[src/rtl/move_scheduler_if.sv]
// Command handshake between the move scheduler and the playfield update engine.
interface move_scheduler_if;
    logic       cmd_valid;
    logic [1:0] cmd_code;
    logic       cmd_ack;

    modport master (output cmd_valid, output cmd_code, input cmd_ack);
    modport slave  (input cmd_valid, input cmd_code, output cmd_ack);
endinterface

[src/rtl/move_scheduler.sv]
// Serializes key presses and level-dependent gravity ticks into one move command stream.
// Latency: key edge -> cmd_valid two cycles later; the engine holds off via cmd_ack, abandoned after ACK_TIMEOUT cycles.
module move_scheduler #(
    parameter int unsigned TICK_BASE   = 25_000_000,
    parameter int unsigned LEVEL_STEP  = 2_000_000,
    parameter int unsigned TICK_MIN    = 2_500_000,
    parameter int unsigned FAST_SHIFT  = 3,
    parameter int unsigned ACK_TIMEOUT = 1024
) (
    input  logic             clk,
    input  logic             rst_n,
    input  logic             start_sig,
    input  logic             over_sig,
    input  logic             key_left_n,
    input  logic             key_right_n,
    input  logic             key_rotate_n,
    input  logic             fast_drop,
    input  logic             level_up,
    move_scheduler_if.master cmd,
    output logic [3:0]       level,
    output logic             tick,
    output logic             cmd_timeout
);

    localparam logic [1:0] ST_IDLE  = 2'd0;
    localparam logic [1:0] ST_ARB   = 2'd1;
    localparam logic [1:0] ST_ISSUE = 2'd2;

    localparam logic [1:0] CODE_LEFT   = 2'd0;
    localparam logic [1:0] CODE_RIGHT  = 2'd1;
    localparam logic [1:0] CODE_ROTATE = 2'd2;
    localparam logic [1:0] CODE_DROP   = 2'd3;

    localparam int unsigned     TO_W    = (ACK_TIMEOUT > 2) ? $clog2(ACK_TIMEOUT) : 1;
    localparam logic [TO_W-1:0] TO_LAST = TO_W'(ACK_TIMEOUT - 1);

    localparam logic [28:0] BASE29 = 29'(TICK_BASE);
    localparam logic [28:0] STEP29 = 29'(LEVEL_STEP);
    localparam logic [28:0] MIN29  = 29'(TICK_MIN);

    logic            run;
    logic [1:0]      state;
    logic [2:0]      key_prev;
    logic            start_prev;
    logic [3:0]      pend;
    logic [3:0]      pend_nxt;
    logic [3:0]      set_vec;
    logic [3:0]      clr_vec;
    logic [24:0]     grav_cnt;
    logic [TO_W-1:0] to_cnt;
    logic            to_last;
    logic            grav_hit;
    logic [1:0]      pick_code;

    logic [28:0] step_prod;
    logic [28:0] base_p;
    logic [28:0] eff_p;

    assign run     = start_sig & ~over_sig;
    assign to_last = (to_cnt == TO_LAST);

    // Period from the current level; the subtraction is clamped so deep levels settle at the floor.
    assign step_prod = {25'd0, level} * STEP29;

    always_comb begin
        base_p = BASE29 - step_prod;
        if (step_prod >= BASE29 || (BASE29 - step_prod) < MIN29) begin
            base_p = MIN29;
        end
        eff_p = fast_drop ? (base_p >> FAST_SHIFT) : base_p;
        if (eff_p == 29'd0) begin
            eff_p = 29'd1;
        end
    end

    // >= rather than == so a period that shrinks mid-count fires at once.
    assign grav_hit = (state != ST_IDLE) && ({4'd0, grav_cnt} >= (eff_p - 29'd1));

    always_comb begin
        if (pend[CODE_DROP]) begin
            pick_code = CODE_DROP;
        end else if (pend[CODE_ROTATE]) begin
            pick_code = CODE_ROTATE;
        end else if (pend[CODE_LEFT]) begin
            pick_code = CODE_LEFT;
        end else begin
            pick_code = CODE_RIGHT;
        end
    end

    // A fresh request in the cycle its code is served survives the clear.
    always_comb begin
        set_vec              = '0;
        set_vec[CODE_LEFT]   = key_prev[0] & ~key_left_n;
        set_vec[CODE_RIGHT]  = key_prev[1] & ~key_right_n;
        set_vec[CODE_ROTATE] = key_prev[2] & ~key_rotate_n;
        set_vec[CODE_DROP]   = grav_hit;
        clr_vec              = '0;
        if (state == ST_ISSUE && (cmd.cmd_ack || to_last)) begin
            clr_vec[cmd.cmd_code] = 1'b1;
        end
        pend_nxt = (pend & ~clr_vec) | set_vec;
    end

    always_ff @(posedge clk or negedge rst_n) begin
        if (!rst_n) begin
            state         <= ST_IDLE;
            key_prev      <= 3'b111;
            start_prev    <= 1'b0;
            pend          <= '0;
            grav_cnt      <= '0;
            to_cnt        <= '0;
            level         <= 4'd0;
            tick          <= 1'b0;
            cmd_timeout   <= 1'b0;
            cmd.cmd_valid <= 1'b0;
            cmd.cmd_code  <= 2'd0;
        end else begin
            key_prev    <= {key_rotate_n, key_right_n, key_left_n};
            start_prev  <= start_sig;
            tick        <= 1'b0;
            cmd_timeout <= 1'b0;

            if (start_sig && !start_prev) begin
                level <= 4'd0;
            end else if (run && level_up && level != 4'd15) begin
                level <= level + 4'd1;
            end

            if (!run) begin
                state         <= ST_IDLE;
                pend          <= '0;
                grav_cnt      <= '0;
                to_cnt        <= '0;
                cmd.cmd_valid <= 1'b0;
            end else if (state == ST_IDLE) begin
                state    <= ST_ARB;
                pend     <= '0;
                grav_cnt <= '0;
            end else begin
                pend <= pend_nxt;
                if (grav_hit) begin
                    grav_cnt <= '0;
                    tick     <= 1'b1;
                end else begin
                    grav_cnt <= grav_cnt + 25'd1;
                end

                case (state)
                    ST_ARB: begin
                        if (|pend) begin
                            cmd.cmd_code  <= pick_code;
                            cmd.cmd_valid <= 1'b1;
                            to_cnt        <= '0;
                            state         <= ST_ISSUE;
                        end
                    end
                    ST_ISSUE: begin
                        if (cmd.cmd_ack) begin
                            cmd.cmd_valid <= 1'b0;
                            state         <= ST_ARB;
                        end else if (to_last) begin
                            cmd.cmd_valid <= 1'b0;
                            cmd_timeout   <= 1'b1;
                            state         <= ST_ARB;
                        end else begin
                            to_cnt <= to_cnt + 1'b1;
                        end
                    end
                    default: begin
                        state <= ST_IDLE;
                    end
                endcase
            end
        end
    end

endmodule

[src/flat_wrapper.sv]
// flat-port wrapper written by rule: the top's interface ports become plain ports
module move_scheduler_flat 
#(
    parameter int unsigned TICK_BASE   = 25_000_000,
    parameter int unsigned LEVEL_STEP  = 2_000_000,
    parameter int unsigned TICK_MIN    = 2_500_000,
    parameter int unsigned FAST_SHIFT  = 3,
    parameter int unsigned ACK_TIMEOUT = 1024
)
  (clk, rst_n, start_sig, over_sig, key_left_n, key_right_n, key_rotate_n, fast_drop, level_up, level, tick, cmd_timeout, cmd_cmd_valid, cmd_cmd_code, cmd_cmd_ack);
  move_scheduler_if cmd_i ();
  input  logic clk;
  input  logic rst_n;
  input  logic start_sig;
  input  logic over_sig;
  input  logic key_left_n;
  input  logic key_right_n;
  input  logic key_rotate_n;
  input  logic fast_drop;
  input  logic level_up;
  output logic [3:0] level;
  output logic tick;
  output logic cmd_timeout;
  output wire logic [$bits(cmd_i.cmd_valid)-1:0] cmd_cmd_valid;
  output wire logic [$bits(cmd_i.cmd_code)-1:0] cmd_cmd_code;
  input wire logic [$bits(cmd_i.cmd_ack)-1:0] cmd_cmd_ack;
  assign cmd_cmd_valid = cmd_i.cmd_valid;
  assign cmd_cmd_code = cmd_i.cmd_code;
  assign cmd_i.cmd_ack = cmd_cmd_ack;
  move_scheduler #(.TICK_BASE(TICK_BASE), .LEVEL_STEP(LEVEL_STEP), .TICK_MIN(TICK_MIN), .FAST_SHIFT(FAST_SHIFT), .ACK_TIMEOUT(ACK_TIMEOUT)) u_core (.clk(clk), .rst_n(rst_n), .start_sig(start_sig), .over_sig(over_sig), .key_left_n(key_left_n), .key_right_n(key_right_n), .key_rotate_n(key_rotate_n), .fast_drop(fast_drop), .level_up(level_up), .cmd(cmd_i), .level(level), .tick(tick), .cmd_timeout(cmd_timeout));
endmodule
[config.mk]
export PLATFORM = sky130hd
export DESIGN_NAME = move_scheduler_flat
export DESIGN_NICKNAME = d
export VERILOG_FILES = /design/src/rtl/move_scheduler_if.sv /design/src/rtl/move_scheduler.sv /design/src/flat_wrapper.sv
export SDC_FILE = /design/constraint.sdc
export NUM_CORES = 1
export LEC_CHECK = 0
export ABC_CLOCK_PERIOD_IN_PS = 6600
export BUFFER_PORTS_ARGS = -buffer_cell sky130_fd_sc_hd__buf_2
export CAP_MARGIN = 20
export CORE_UTILIZATION = 40
export DETAILED_ROUTE_END_ITERATION = 7
export GPL_TIMING_DRIVEN = 1
export PLACE_DENSITY = 0.58
export SLEW_MARGIN = 0
export SYNTH_ARGS = -nofsm -noshare
export SYNTH_HDL_FRONTEND = slang
export SYNTH_SLANG_ARGS = --single-unit
[constraint.sdc]
create_clock -name clk -period 6.6 [get_ports clk]
set_clock_uncertainty 0.1 [all_clocks]
set_input_delay 1.32 -clock clk [delete_from_list [all_inputs] [get_ports clk]]
set_output_delay 1.32 -clock clk [all_outputs]
set_load 0.02 [all_outputs]
* Yosys cells after proc, flatten, opt, wreduce, memory -nomap -nowiden
Cells that the tools add are included.
Storage, ports and cells: flip-flop bits (word level) 54, input bits 10, logic and storage cells 106
Cells by class: multipliers 1, bitwise operators 12, $lt $le $gt $ge 5, reduce and logical (&&, ||, !) cells 18, multiplexer cells 42, equality and inequality tests 12, $add $sub $neg 5
Operators by type and width (count):
- 29-bit two-way mux | 3
- 25-bit two-way mux | 3
- 10-bit two-way mux | 5
- 25-bit by 29-bit greater-or-equal comparator with 1-bit output | 1
- 29-bit logical NOT | 1
- 29-bit by 22-bit < comparator with 1-bit output, second input constant | 1
- 29-bit by 1-bit subtractor with 29-bit output, second input constant | 1
- 25-bit by 25-bit subtractor with 26-bit output, first input constant | 1
- 25-bit by 1-bit adder with 25-bit output, second input constant | 1
- 25-bit greater-or-equal comparator, second input constant | 1
- 4-bit two-way mux | 5
- 10-bit case mux with 2 select lines | 1
- 4-bit by 14-bit multiplier with 18-bit output, second input constant | 1
- 1-bit two-way mux | 15
- 2-bit two-way mux | 7
- 3-bit inequality test, second input constant | 4
- 4-bit inequality test, second input constant | 3
- 10-bit by 1-bit adder with 10-bit output, second input constant | 1
- 10-bit equality test, second input constant | 1
- 4-bit AND reduction | 2
- 1-bit logical AND | 6
- 5-bit inequality test, second input constant | 1
- 1-bit NOT | 5
- 5-bit AND reduction | 1
- other kinds (19) | 24

* Depth between registers and ports, before layout
depth after elaboration 14, depth in mapped cells 26

* Least setup slack after synthesis
No wires, ideal clock.
path type register -> register, from reg u_core.level[1], to reg u_core.grav_cnt[10], data required time 6.428 ns, setup time 0.072 ns, stages on the path, launching flop included 26, period minus slack after synthesis 6.273 ns, setup slack 0.327 ns, arrival 6.101 ns, path through dfrtp_1 > inv_1 > ha_1 > fa_1 > inv_1 > fa_1 > xnor2_1 > nand3b_1 > a211o_2 > a21oi_1 > o22ai_1 > a32o_2 > or2_4 > buf_6 > o31a_1 > ha_1 > a21o_1 > a21o_1 > a21oi_1 > nor2b_1 > o21ai_0 > o211ai_1 > o21ai_0 > nand3_1 > clkbuf_1 > nor2_1
Between the ends: word-level cells in the longest chain between the ends 14, elaborated cells between the ends (all ways) 15, those cells by class 2 x add/sub; 1 x mul; 3 x order compare; 6 x mux; 3 x reduce/logical
Ends and longest elaborated chain:
- from (decl) | RTL line move_scheduler.sv:20 | output logic [3:0] level,
- from (signal assigned) | RTL line move_scheduler.sv:127 | level <= level + 4'd1;
- 4-bit by 14-bit multiplier with 18-bit output * | RTL line move_scheduler.sv:63 | assign step_prod = {25'd0, level} * STEP29;
- 25-bit by 25-bit subtractor with 26-bit output | RTL line move_scheduler.sv:66, move_scheduler.sv:67
- 29-bit by 22-bit < comparator with 1-bit output | RTL line move_scheduler.sv:67 | if (step_prod >= BASE29 || (BASE29 - step_prod) < MIN29) begin
- 1-bit logical OR | RTL line move_scheduler.sv:67
- 29-bit two-way mux * | RTL line move_scheduler.sv:67
- 29-bit two-way mux * | RTL line move_scheduler.sv:70 | eff_p = fast_drop ? (base_p >> FAST_SHIFT) : base_p;
- 29-bit logical NOT | RTL line move_scheduler.sv:71 | if (eff_p == 29'd0) begin
- 29-bit two-way mux * | RTL line move_scheduler.sv:71
- 29-bit by 1-bit subtractor with 29-bit output * | RTL line move_scheduler.sv:77 | assign grav_hit = (state != ST_IDLE) && ({4'd0, grav_cnt} >= (eff_p - 29'd1));
- 25-bit by 29-bit greater-or-equal comparator with 1-bit output * | RTL line move_scheduler.sv:77
- 1-bit logical AND * | RTL line move_scheduler.sv:77
- 25-bit two-way mux * | RTL line move_scheduler.sv:142 | if (grav_hit) begin
- 25-bit two-way mux * | RTL line move_scheduler.sv:136 | end else if (state == ST_IDLE) begin
- 25-bit two-way mux * | RTL line move_scheduler.sv:130 | if (!run) begin
- to (signal assigned) | RTL line move_scheduler.sv:146 | grav_cnt <= grav_cnt + 25'd1;
- to (decl) | RTL line move_scheduler.sv:49 | logic [24:0] grav_cnt;
Mark *: on every way between the ends. The rest lies on a longest branch, timed or not. A chain may end at the register's enable or synchronous reset.

* Worst setup path in the final report
from reg u_core.level[1], to reg u_core.grav_cnt[9]
The elaborated chain is that of the path after synthesis.

==> flow_summary.json <==
{
  "combPwrFrac_pct": 17.3,
  "setup_tns_ns": 0,
  "grt_usage_pct": 18.3,
  "firstDrtPassIters": 4,
  "synth_cells": 519,
  "synth.yosys.warnings": 0,
  "syn_area_per_cell_sq_um": 8.65,
  "wl_met3_um": 205,
  "swShare_pct": 27.9,
  "grt_pass1_wl_um": 17000,
  "vias": 3688,
  "slew_headroom_pct": 55.2,
  "final_core_util_pct": 45.0,
  "max_freq_ghz": 0.164,
  "syn_area_sq_um": 4490,
  "min_period_over_period_pct": 92.4,
  "cts_setup_buffers": 0,
  "grt_pass1_vias": 3521,
  "synth_top_area_share_pct": 28.4,
  "cap_violations": 0,
  "syn_nets": 588,
  "cts.clk_slew.worst_paths_ns": 0.11,
  "yosysTopAreaCell": "dfrtp_1",
  "top_layer_used": "met4",
  "synthTopCellsByCount": "69 x nor2_1, 54 x ha_1, 51 x dfrtp_1",
  "seqPwrFrac_pct": 48.5,
  "synth_top_flop_cell": "dfrtp_1",
  "yosysMostFrequentCell": "nor2_1",
  "wl_per_cell_um": 14.7,
  "worst_pin_slew_ns": 0.673,
  "ys_async_sr_fraction_pct": 100,
  "endpoint_kind": "register",
  "clock_path_buffers": 2,
  "area_growth_pct": 9.14,
  "finalSetupViolations": 0,
  "place_congestion": 0.864,
  "drtAntennaViolNets": 0,
  "numPortBuffers": 18,
  "fp.dieH_um": 108,
  "hpwl_um": 7840,
  "status": "finished clean",
  "intPower_w": 0.000506,
  "routed_via_density": 5.40,
  "synth-edff-count": 0,
  "boundaryPins": 19,
  "synth_seq_cells": 54,
  "min_period_ns": 6.10,
  "clkSinkCount": 54,
  "drive_gt1_share_pct": 9.94,
  "path_class": "register to register",
  "cellLeakagePower_nw": 2.26,
  "synth.distinct_cells": 61,
  "diodes": 0,
  "finalMaxSlewViolations": 0,
  "cts-htree-levels": 2,
  "rsz0062_at_grt": "no",
  "grt.overflow.total": 0,
  "crit_fanout": 15,
  "antenna_found_initial": 0,
  "nFillCells": 1066,
  "start_util_pct": 41.2,
  "cts_hold_buf": 0,
  "root_buffer": "clkbuf_8",
  "synth.area.top_cells": "dfrtp_1 28%, ha_1 15%, xor2_1 6.2%",
  "drt_wl_total_um": 10000,
  "drcViolationCount": 0,
  "power.switching_w": 0.000195,
  "cts_buffers": 5,
  "worstHoldPathType": "register to register",
  "grt_max_degree": 55,
  "drtIter0Drc": 127,
  "clock_power_share_pct": 34.2,
  "cp-start-kind": "register",
  "dieArea_sq_um": 11700,
  "final_net_count": 611,
  "synth_seq_area_share_pct": 30.2,
  "worstPathRequired_ns": 6.75,
  "peakVddDrop_mv": 0.120,
  "drt-met1-wl_um": 5000,
  "dieWidth_um": 108,
  "row_count": 38,
  "dr_wl_met2_um": 4720,
  "fp.coreArea_sq_um": 10900,
  "worstPathArrival_ns": 6.25,
  "powerDensity_nw_per_um2": 143,
  "hold_violations": 0,
  "cts_tree": "built",
  "clk_latency_ns": 0.31
}
==> what timing repair did <==
item | 4_1_cts | 5_1_grt
hold endpoints to repair | 0 | 0
setup endpoints to repair | 0 | 13
resized for setup | 0 | 1
==> path summary, 6_finish.rpt <==
| path | from | endpoint | slack [ns] | cells past startpoint |
|---|---|---|---|---|
| worst max-delay path | u_core.level[1] | u_core.grav_cnt[9] | 0.50 | 24 |
| worst min-delay path | u_core.key_prev[0] | u_core.pend[0] | 0.41 | 2 |
| worst max register to register | u_core.level[1] | u_core.grav_cnt[9] | 0.50 | 24 |
| worst min register to register | u_core.key_prev[0] | u_core.pend[0] | 0.41 | 2 |
| max in group asynchronous | rst_n | u_core.grav_cnt[22] | 4.93 | 2 |
| min in group asynchronous | rst_n | u_core.pend[0] | 1.02 | 2 |
==> routing by layer <==
layer,track usage [%],up-vias
met2,30.2,44
met4,4.21,0
li1,-,1868
met5,0,-
met3,2.05,6
met1,25.7,1770
==> area by class of cell <==
type,count,area [sq um],share of cell area [%]
multi-input cells,436,3020,61.6
flip-flops and latches,54,1360,27.6
well taps,140,175,3.57
repair buffers,29,173,3.52
clock buffers,6,82.6,1.68
inverters,16,60.1,1.23
clock inverters,2,38.8,0.791
==> cell usage in the layout (no fill, tap or decap), types with 16 or more instances in the layout <==
master   instances
a21oi_1         23
buf_2           18
dfrtp_1         51
ha_1            54
inv_1           16
nand2_1         47
nand3_1         24
nor2_1          69
o21ai_0         31
xnor2_1         19
xor2_1          31
==> stage by stage <==
stage                     worst slack, ns  power (W)  cell area [sq um]  std cells  hold slack, ns
after global routing               0.0316   0.000738               4900        683           0.428
final                               0.504   0.000702               4900        683           0.414
after detailed placement            0.507   0.000469               4770        675           0.407
after floorplan                     0.327   0.000431               4490        519           0.356
after CTS                           0.476   0.000712               4890        683           0.421
after global placement              0.800   0.000467               4770        675           0.392
==> logic make-up after synthesis <==
| group | after synthesis | synth area share [%] |
|---|---|---|
| compound gates | 107 | 15.5 |
| xor+xnor | 51 | 9.95 |
| fa+ha+maj | 60 | 17.5 |
| buf+inv | 29 | 2.81 |
| flops | 54 | 30.2 |
| mux | 3 | 0.697 |
| other cells | 2 | 0.167 |
| simple gates | 213 | 23.1 |
==> worst max-delay path, stage by stage, from the launching register on <==
cell and delay, ns:
dfrtp_1 0.51, inv_1 0.10, ha_1 0.33, fa_1 0.54, inv_1 0.07, fa_1 0.44
xnor2_1 0.24, nand3b_1 0.18, a211oi_1 0.27, nand4_1 0.19, nor3b_1 0.20, a32o_2 0.31
or2_4 0.32, o31a_1 0.30, ha_1 0.29, a21o_1 0.18, a21o_1 0.17, a21oi_1 0.14
nor2b_1 0.06, o21ai_0 0.14, o211ai_1 0.10, o21ai_0 0.35, nand3_1 0.17, buf_4 0.22
nor2_1 0.11
==> flip-flops by register name, indices dropped and copies added (netlist names) <==
| signal | flops |
|---|---|
| u_core.grav_cnt | 25 |
| u_core.to_cnt | 10 |
| u_core.level | 4 |
| u_core.pend | 4 |
| u_core.key_prev | 3 |
| u_core.cmd.cmd_code | 2 |
| u_core.state | 2 |
| u_core.cmd.cmd_valid | 1 |
| u_core.cmd_timeout | 1 |
| u_core.start_prev | 1 |
| u_core.tick | 1 |
==> power by group through the flow <==
stage,combinational (W),clock (W),sequential (W)
after floorplan,0.0000839,0,0.000348
after global placement,0.000120,0,0.000347
after detailed placement,0.000122,0,0.000347
after CTS,0.000123,0.000249,0.000341
after global routing,0.000137,0.000260,0.000341
final,0.000121,0.000240,0.000340
Power figures use the tool's default switching activity.
